==> src/rtl/pipeline_pkg.sv <==
// pipeline_pkg: shared decode, branch and hazard types for the dual-issue pipeline controller.
package pipeline_pkg;

   typedef enum logic [1:0] {RUN, FLUSH, HALT} ctrl_state_e;

   typedef enum logic [1:0] {ALU_TYPE, MEM_TYPE, BR_TYPE, SYS_TYPE} instr_type_e;

   typedef struct packed {
      logic        valid;
      instr_type_e itype;
      logic [4:0]  rs1_addr;
      logic [4:0]  rs2_addr;
      logic [4:0]  rd_addr;
      logic        use_rs1;
      logic        use_rs2;
      logic        wren;
      logic        load_en;
      logic        store_en;
      logic        prd_en;
      logic        ecall;
      logic        ebreak;
   } decode_t;

   typedef struct packed {
      logic        br_update_en;
      logic        br_valid;
      logic        br_taken;
      logic        br_already_predicted;
      logic [31:0] br_target;
      logic [31:0] br_pc_plus4;
   } branch_t;

   typedef struct packed {
      logic issue_u;
      logic issue_v;
      logic split;
      logic stall_f;
      logic stall_d;
      logic flush_f;
      logic flush_d;
   } hazard_t;

   // x0 never creates a dependency
   function automatic logic reads_reg(decode_t d, logic [4:0] r);
      return (r != 5'd0) && ((d.use_rs1 && d.rs1_addr == r) || (d.use_rs2 && d.rs2_addr == r));
   endfunction

endpackage

==> src/rtl/issue_pair_check.sv <==
// issue_pair_check: decides whether slot V may pair with slot U in the same cycle.
module issue_pair_check
   import pipeline_pkg::*;
(
   input  logic    en,
   input  decode_t dec_u,
   input  decode_t dec_v,
   output logic    issue_v
);

   logic v_simple;
   logic raw;

   assign v_simple = dec_v.valid & ~dec_v.load_en & ~dec_v.store_en & ~dec_v.prd_en & (dec_v.itype != SYS_TYPE);
   assign raw      = dec_u.wren & reads_reg(dec_v, dec_u.rd_addr);
   assign issue_v  = en & v_simple & ~raw;

endmodule

==> src/rtl/pipeline_ctrl.sv <==
// pipeline_ctrl: issue, stall, flush and redirect control for a two-slot (U/V) in-order pipeline.
module pipeline_ctrl
   import pipeline_pkg::*;
#(
   parameter int FLUSH_CYCLES = 1
) (
   input  logic        i_clk,
   input  logic        i_reset,
   input  decode_t     i_dec_u,
   input  decode_t     i_dec_v,
   input  branch_t     i_branch,
   input  logic        i_resume,
   output logic        o_issue_u,
   output logic        o_issue_v,
   output logic        o_split,
   output logic        o_stall_fetch,
   output logic        o_stall_decode,
   output logic        o_flush_fetch,
   output logic        o_flush_decode,
   output logic        o_redirect_en,
   output logic [31:0] o_redirect_pc,
   output logic        o_halted,
   output logic [31:0] o_bubble_cnt
);

   ctrl_state_e state, state_nxt;
   logic [2:0]  cnt, cnt_nxt;
   logic        ld_pend;
   logic [4:0]  ld_rd;
   hazard_t     hz;
   logic        redirect;
   logic        mispredict;
   logic        load_use;
   logic        u_sys;
   logic        pair_ok;

   assign mispredict = i_branch.br_update_en & i_branch.br_valid & (i_branch.br_taken ^ i_branch.br_already_predicted);
   assign load_use   = ld_pend & reads_reg(i_dec_u, ld_rd);
   assign u_sys      = i_dec_u.ecall | i_dec_u.ebreak;

   issue_pair_check u_pair (
      .en      (~u_sys),
      .dec_u   (i_dec_u),
      .dec_v   (i_dec_v),
      .issue_v (pair_ok)
   );

   // a halting instruction still issues even if it would also see load-use
   always_comb begin
      hz        = '0;
      redirect  = 1'b0;
      state_nxt = state;
      cnt_nxt   = cnt;
      if (mispredict) begin
         redirect   = 1'b1;
         hz.flush_f = 1'b1;
         hz.flush_d = 1'b1;
         state_nxt  = FLUSH;
         cnt_nxt    = 3'(FLUSH_CYCLES);
      end else if (state == FLUSH) begin
         hz.flush_f = 1'b1;
         hz.flush_d = 1'b1;
         cnt_nxt    = (cnt == 3'd0) ? 3'd0 : cnt - 3'd1;
         state_nxt  = (cnt <= 3'd1) ? RUN : FLUSH;
      end else if (state == HALT) begin
         hz.stall_f = 1'b1;
         hz.stall_d = 1'b1;
         state_nxt  = i_resume ? RUN : HALT;
      end else if (i_dec_u.valid && (u_sys || !load_use)) begin
         hz.issue_u = 1'b1;
         hz.issue_v = pair_ok;
         hz.split   = i_dec_v.valid & ~pair_ok;
         hz.stall_f = i_dec_v.valid & ~pair_ok;
         state_nxt  = u_sys ? HALT : RUN;
      end else if (i_dec_u.valid) begin
         hz.stall_f = 1'b1;
         hz.stall_d = 1'b1;
      end
   end

   always_ff @(posedge i_clk or posedge i_reset) begin
      if (i_reset) begin
         state        <= RUN;
         cnt          <= 3'd0;
         ld_pend      <= 1'b0;
         ld_rd        <= 5'd0;
         o_bubble_cnt <= 32'd0;
      end else begin
         state   <= state_nxt;
         cnt     <= cnt_nxt;
         ld_pend <= hz.issue_u & i_dec_u.load_en;
         if (hz.issue_u && i_dec_u.load_en)
            ld_rd <= i_dec_u.rd_addr;
         if (state == RUN && i_dec_u.valid && !hz.issue_u && o_bubble_cnt != 32'hFFFF_FFFF)
            o_bubble_cnt <= o_bubble_cnt + 32'd1;
      end
   end

   assign o_issue_u      = ~i_reset & hz.issue_u;
   assign o_issue_v      = ~i_reset & hz.issue_v;
   assign o_split        = ~i_reset & hz.split;
   assign o_stall_fetch  = ~i_reset & hz.stall_f;
   assign o_stall_decode = ~i_reset & hz.stall_d;
   assign o_flush_fetch  = ~i_reset & hz.flush_f;
   assign o_flush_decode = ~i_reset & hz.flush_d;
   assign o_redirect_en  = ~i_reset & redirect;
   assign o_redirect_pc  = o_redirect_en ? (i_branch.br_taken ? i_branch.br_target : i_branch.br_pc_plus4) : 32'd0;
   assign o_halted       = ~i_reset & (state == HALT);

endmodule

==> config.mk <==
export PLATFORM = sky130hd
export DESIGN_NAME = pipeline_ctrl
export DESIGN_NICKNAME = d
export VERILOG_FILES = /design/src/rtl/pipeline_pkg.sv /design/src/rtl/issue_pair_check.sv /design/src/rtl/pipeline_ctrl.sv
export SDC_FILE = /design/constraint.sdc
export NUM_CORES = 1
export LEC_CHECK = 0
export ABC_AREA = 1
export BUFFER_PORTS_ARGS = -buffer_cell sky130_fd_sc_hd__buf_2
export CORE_ASPECT_RATIO = 1.75
export CORE_MARGIN = 2
export CORE_UTILIZATION = 40
export DETAILED_ROUTE_END_ITERATION = 12
export GPL_TIMING_DRIVEN = 0
export PLACE_DENSITY = 0.73
export SYNTH_ARGS = -nofsm -noshare
export SYNTH_HDL_FRONTEND = slang
export SYNTH_HIERARCHICAL = 1
export SYNTH_SLANG_ARGS = --single-unit
==> constraint.sdc <==
create_clock -name i_clk -period 1.75 [get_ports i_clk]
set_input_delay 0.0875 -clock i_clk [delete_from_list [all_inputs] [get_ports i_clk]]
set_output_delay 0.0875 -clock i_clk [all_outputs]
set_load 0.005 [all_outputs]
==> impl_metrics.tcl, run 1 <==
set metrics [dict create \
    status "finished, violations left" \
    violations "negative setup slack" \
    fmax_ghz 0.552 \
    synth_fa_ha_area_frac 0.00338 \
    rsz0062_at_grt "yes" \
    cp-end-kind "output port" \
    cts_buffers 5 \
    cts.clk_slew.worst_paths_ns 0.06 \
    period_needed_ns 1.81 \
    fin_ws_ns -0.0601 \
    postSynthCellCount 626 \
    synth_top_area_share 0.290 \
    portBuffers 182 \
    routedWlPerCell_um 14.7 \
    async_flop_share 1.00 \
    tns_ns -0.640 \
    dp.cells 929 \
    insertion_delay_ns 0.28 \
    stdcell_area_um2 5380 \
    ioPinCount 196 \
    cts_max_path_buffers 2 \
    routed_wl_um 14100 \
    grtUsageTotal 0.263 \
    gp_congestion 0.960 \
    core_area_um2 9040 \
    placed_area_um2 4790 \
    startpoint_type "flop" \
    finalCritPeriodShare 1.03 \
    synthFlopType "dfrtp_1" \
    cts_tree "yes" \
    cp_data_required_time_ns 1.66 \
    drc 0 \
    path_class "flop to output port" \
    layout-drive-gt1-share 0.343 \
    yosys.area.top_type "dfrtp_1" \
    syn-cell-area_um2 3710 \
    area_growth_pct 45.1 \
    rows 46 \
    synth-compound-area-share 0.0675 \
    final_cell_count_no_fill 963 \
    grt_max_degree 41 \
    grt_pass1_vias 4741 \
    clock-sinks 43 \
    drt_pre_antenna_iters 4 \
    root_buffer "clkbuf_16" \
    leakagePower_nw 3.07 \
    yosys_warnings 6 \
    grt-ovfl-total 0 \
    clock_skew_ns 0.0102 \
    avgViaCountPerCell 5.04 \
    slew_viol_final 0 \
    antenna_found_initial 0 \
    syn_avg_cell_area_um2 5.92 \
    crit_arrival_ns 1.72 \
    setup_viol 31 \
    die_area_um2 10100 \
    synth_top_family_by_area "simple AND/OR/NAND/NOR gates" \
    fill_cells 886 \
    n_antenna_cell 0 \
    die_w_um 76.8 \
    ys_top_cells_by_area "dfrtp_1 29%, nand2_1 29%, nor2_1 6.6%" \
    drtIter0Drc 176 \
    vdd_ir_drop_max_mv 0.724 \
    h-tree-depth 2 \
    hp-class "primary input to flop" \
    synthMostInstantiatedCell "nand2_1" \
    synth_commonest_cells "284 x nand2_1, 65 x nor2_1, 57 x inv_1" \
    syn_nets 750 \
    ys_types 34 \
    ys_ff_latch 43 \
    maxSlewHeadroom 0.706 \
    synth_simple_gate_area_frac 0.497 \
    grt_pass1_wl_um 21500 \
    synth-xor-area-share 0.0520 \
    synth_edf_count 0 \
    vias 4854 \
    cp_max_fo 4 \
    hold_viol_final 0 \
    start_util 0.410 \
    power_density_nw_per_um2 779 \
    synthMuxAreaShare 0 \
    antenna_left 0 \
    tightest_slew_ns 0.441 \
    place_hpwl_um 10900 \
    finish.utilization 0.595 \
    final_nets 966 \
    die_h_um 131 \
    yosysSeqAreaShare 0.290 \
    maxCapViolCount 0 \
]
==> layout make-up <==
class                           count  area (µm²)  share of cell area
Tap cell                          120         150              0.0279
Timing Repair Buffer              209        1170               0.218
Multi-Input combinational cell    504        2460               0.458
Sequential cell                    43        1080               0.202
Clock inverter                      2        12.5             0.00233
Buffer                             20         144              0.0268
Inverter                           59         221              0.0412
Clock buffer                        6         129              0.0240
==> final timing paths <==
kind | slack (ns) | depth (start not counted) | to | start
min | 0.09 | 3 | ld_rd[3]$_DFFE_PP0P_ | i_dec_u[11]
max in group asynchronous | 0.99 | 4 | o_bubble_cnt[21]$_DFFE_PP0P_ | i_reset
min reg2reg | 0.54 | 2 | cnt[1]$_DFFE_PP0N_ | cnt[2]$_DFFE_PP0N_
max | -0.06 | 11 | o_stall_fetch | ld_rd[4]$_DFFE_PP0P_
max reg2reg | -0.05 | 13 | o_bubble_cnt[0]$_DFFE_PP0P_ | ld_rd[4]$_DFFE_PP0P_
min in group asynchronous | 0.32 | 3 | cnt[0]$_DFFE_PP0N_ | i_reset
==> per-layer routing <==
layer | GRT usage | wire length [µm] | vias up | share of wire
met2 | 0.510 | 7670 | 203 | 0.54
met1 | 0.232 | 4570 | 2203 | 0.32
met5 | 0 | 0 | - | 0
met3 | 0.0501 | 826 | 61 | 0.058
li1 | - | - | 2387 | -
met4 | 0.184 | 1050 | 0 | 0.074
==> timing repair <==
action                     in CTS  in global routing
pin swaps                      10                  9
setup endpoints to repair      37                 40
hold endpoints to repair       43                  0
cloned                          0                  3
setup buffers                   6                 16
resized for setup              22                 47
hold buffers                    1                  0
==> logic make-up after synthesis <==
logic type / after synthesis
AND/OR/NAND/NOR: 434
buffers and inverters: 79
AO/OA/AOI/OAI: 47
flip-flops: 43
XOR/XNOR: 22
adder cells (fa/ha/maj): 1
==> layout by cell type, fill, tap and decap left out, types with 5 or more instances in the layout <==
| cell | n |
|---|---|
| nand3b_1 | 6 |
| inv_2 | 11 |
| nor2_2 | 15 |
| inv_1 | 48 |
| nor2_1 | 51 |
| clkbuf_1 | 10 |
| nor3_1 | 10 |
| dfrtp_1 | 36 |
| nand3_1 | 39 |
| nand2_2 | 5 |
| xor2_1 | 17 |
| nand2_1 | 277 |
| buf_4 | 24 |
| xnor2_1 | 5 |
| dfrtp_2 | 7 |
| clkbuf_16 | 7 |
| a21oi_1 | 35 |
| nand4_1 | 10 |
| nand3_2 | 5 |
| buf_2 | 184 |
==> report_power, final <==
| part | switching [mW] | internal (mW) | leakage [nW] |
|---|---|---|---|
| sequential | 0.152 | 1.13 | 0.571 |
| clock | 0.367 | 0.526 | 0.0669 |
| combinational | 1.15 | 0.867 | 2.43 |
==> worst max-delay path, stage by stage, from the launching register on <==
cell     delay, ns
dfrtp_1       0.41
inv_2         0.06
nand2_1       0.05
nand2_1       0.07
nor2_2        0.13
nand3_2       0.10
nand2_4       0.11
nand2_4       0.07
o21ai_2       0.14
nand2_2       0.09
nand2_2       0.09
buf_2         0.11
==> sequential cells by signal, indices dropped and copies added, names as in the netlist <==
name and cells:
cnt 3, ld_pend 1, ld_rd 5, o_bubble_cnt 32, state 2
==> stage by stage <==
step / power [mW] / hold WS (ns) / worst slack, ns
final: 4.19 / 0.0873 / -0.0601
after global routing: 4.49 / 0.0925 / -0.156
after CTS: 3.82 / 0.0838 / -0.0302
after detailed placement: 2.76 / 0.0180 / -0.398
after global placement: 2.72 / 0.377 / -0.410
after floorplan: 2.22 / 0.206 / 0.0396
Note: power is estimated with default switching activity, not from simulation.
==> run 2, diff against run 1 <==
--- a/config.mk
+++ b/config.mk
@@ -7,7 +7,7 @@
 export LEC_CHECK = 0
 export ABC_AREA = 1
 export BUFFER_PORTS_ARGS = -buffer_cell sky130_fd_sc_hd__buf_2
-export CORE_ASPECT_RATIO = 1.75
+export CORE_ASPECT_RATIO = 1.25
 export CORE_MARGIN = 2
 export CORE_UTILIZATION = 40
 export DETAILED_ROUTE_END_ITERATION = 12
==> constraint.sdc (replaced) <==
create_clock -name i_clk -period 1.75 [get_ports i_clk]
set_input_delay 0 -clock i_clk [delete_from_list [all_inputs] [get_ports i_clk]]
set_output_delay 0 -clock i_clk [all_outputs]
set_load 0.005 [all_outputs]
==> impl_metrics.tcl, run 2 (synthesis gave the netlist of run 1 again) <==
set metrics [dict create \
    status "complete, no violations" \
    p_seq_frac 0.339 \
    die_area_um2 10100 \
    crit_path_end "o_split" \
    cts_buffers 5 \
    slew_viol_final 0 \
    final_nets 949 \
    most-common-layout-cells "278 x nand2_1, 182 x buf_2, 56 x nor2_1" \
    routed_wl_um 12900 \
    crit_arrival_ns 1.71 \
    rsz0062_at_grt "yes" \
    drc 0 \
    p_int_mw 2.31 \
    fill_cells 921 \
    core_area_um2 9080 \
    portBuffers 182 \
    setup_viol 0 \
    path_class "flop to output port" \
    period_needed_ns 1.71 \
    rr_worst_depth 9 \
    vdd_ir_drop_max_mv 0.414 \
    hp-class "primary input to flop" \
    cp-end-kind "output port" \
    largest_reg_flops 32 \
    ioPinCount 196 \
    avgViaCountPerCell 4.88 \
    vias 4635 \
    finalCritPeriodShare 0.980 \
    antenna_found_initial 0 \
    area_growth_pct 39.0 \
    leakagePower_nw 2.96 \
    cpPeakStageDelay_ns 0.43 \
    multi_input_area_um2 2420 \
    reg_top3 "o_bubble_cnt: 32 flops, ld_rd: 5 flops, cnt: 3 flops" \
    clock-sinks 43 \
    start_util 0.408 \
    root_buffer "clkbuf_16" \
    n_antenna_cell 0 \
    mostFrequentLayoutCell "nand2_1" \
    cp-startpoint "ld_rd[1]$_DFFE_PP0P_" \
    finish.utilization 0.568 \
    cts_tree "yes" \
    grt_max_degree 44 \
    grtUsageTotal 0.252 \
    p_comb_frac 0.425 \
    cts.clk_slew.worst_paths_ns 0.06 \
    reg2reg_slack_ns 0.10 \
    hold_viol_final 0 \
    regMostFlops "o_bubble_cnt" \
    maxCapViolCount 0 \
    cp_slowest_cell "dfrtp_2" \
    grt-ovfl-total 0 \
    place_hpwl_um 10300 \
    p_clk_frac 0.236 \
    cp_max_fo 5 \
    holdWs_ns 0.0120 \
    gp_congestion 0.939 \
    die_h_um 112 \
    drt_pre_antenna_iters 5 \
    grt_pass1_wl_um 21000 \
    h-tree-depth 2 \
    insertion_delay_ns 0.29 \
    tightest_slew_ns 0.885 \
    startpoint_type "flop" \
    path_cells "nor2_1 > nand4_1 > nand3_1 > inv_2 > a21oi_4 > nand3_2 > nor2_4 > buf_2" \
    power_density_nw_per_um2 746 \
    maxSlewHeadroom 0.409 \
    antenna_left 0 \
    switching_share 0.400 \
    drtIter0Drc 176 \
    switchingPower_mw 1.54 \
    r2r_start "o_bubble_cnt[2]$_DFFE_PP0P_" \
    register_area_um2 1090 \
    cp_data_required_time_ns 1.75 \
    routedWlPerCell_um 13.6 \
    r2r-end "o_bubble_cnt[31]$_DFFE_PP0P_" \
    rows 39 \
    cts_max_path_buffers 2 \
    clock_skew_ns 0.00530 \
    die_w_um 90.1 \
    layout-drive-gt1-share 0.320 \
    grt_pass1_vias 4551 \
    fmax_ghz 0.583 \
]
-- run 2: cell types whose count changed in the layout (fill, tap and decap cells not counted), sizes merged --
cell | before | now
buf | 215 | 200
clkbuf | 19 | 17
-- run 2: power groups by stage --
stage                     clock network [mW]  logic [mW]  registers, mW
after floorplan                            0       0.962           1.26
after global placement                     0        1.40           1.28
after detailed placement                   0        1.44           1.29
after CTS                              0.934        1.56           1.28
after global routing                   0.973        1.83           1.33
final                                  0.908        1.64           1.30
-- run 2: worst min path at each step --
stage                start                    to  depth (start not counted)
6_report       i_dec_u[10]  ld_rd[2]$_DFFE_PP0P_                          3
5_1_grt        i_dec_u[10]  ld_rd[2]$_DFFE_PP0P_                          3
4_1_cts        i_dec_u[10]  ld_rd[2]$_DFFE_PP0P_                          3
3_5_place_dp       i_reset    cnt[1]$_DFFE_PP0N_                          2
3_3_place_gp   i_dec_u[11]  ld_rd[3]$_DFFE_PP0P_                          3
2_1_floorplan      i_reset              o_halted                          1
-- run 2: cell type report --
type | instances | share of cell area
Multi-Input combinational cell | 504 | 0.470
Buffer | 20 | 0.0238
Tap cell | 123 | 0.0299
Clock inverter | 2 | 0.00243
Timing Repair Buffer | 192 | 0.194
Clock buffer | 6 | 0.0250
Sequential cell | 43 | 0.211
Inverter | 59 | 0.0430
-- run 2: what timing repair did --
action | 4_1_cts | 5_1_grt
pin swaps | 8 | 10
hold endpoints to repair | 43 | 0
gates resized for setup | 18 | 37
hold buffers | 1 | 0
setup buffers | 5 | 4
setup endpoints to repair | 36 | 37
-- run 2: through the flow --
step / instances / cell area, µm² / setup TNS [ns] / power [mW] / worst slack, ns
2_1_floorplan: 626 / 3710 / 0 / 2.22 / 0.0396
3_3_place_gp: 931 / 4770 / -10.20 / 2.68 / -0.350
3_5_place_dp: 931 / 4770 / -9.84 / 2.73 / -0.338
4_1_cts: 945 / 5020 / -0.0527 / 3.77 / -0.0307
5_1_grt: 949 / 5150 / -0.288 / 4.13 / -0.0904
6_report: 949 / 5150 / 0 / 3.84 / 0.0355
-- run 2: layer usage --
metal  track usage  up-vias  routed length [µm]
met5             0        -                   0
met4        0.0882        0                 402
met3        0.0474       31                 881
met2         0.468      185                6460
met1         0.289     2063                5170
li1              -     2356                   -
-- run 2: critical path: cells and delay by family, from the launching register on --
kind,cells,cell delay [ns]
compound gates,1,0.16
buf+inv,2,0.20
flops,1,0.43
simple gates,5,0.63
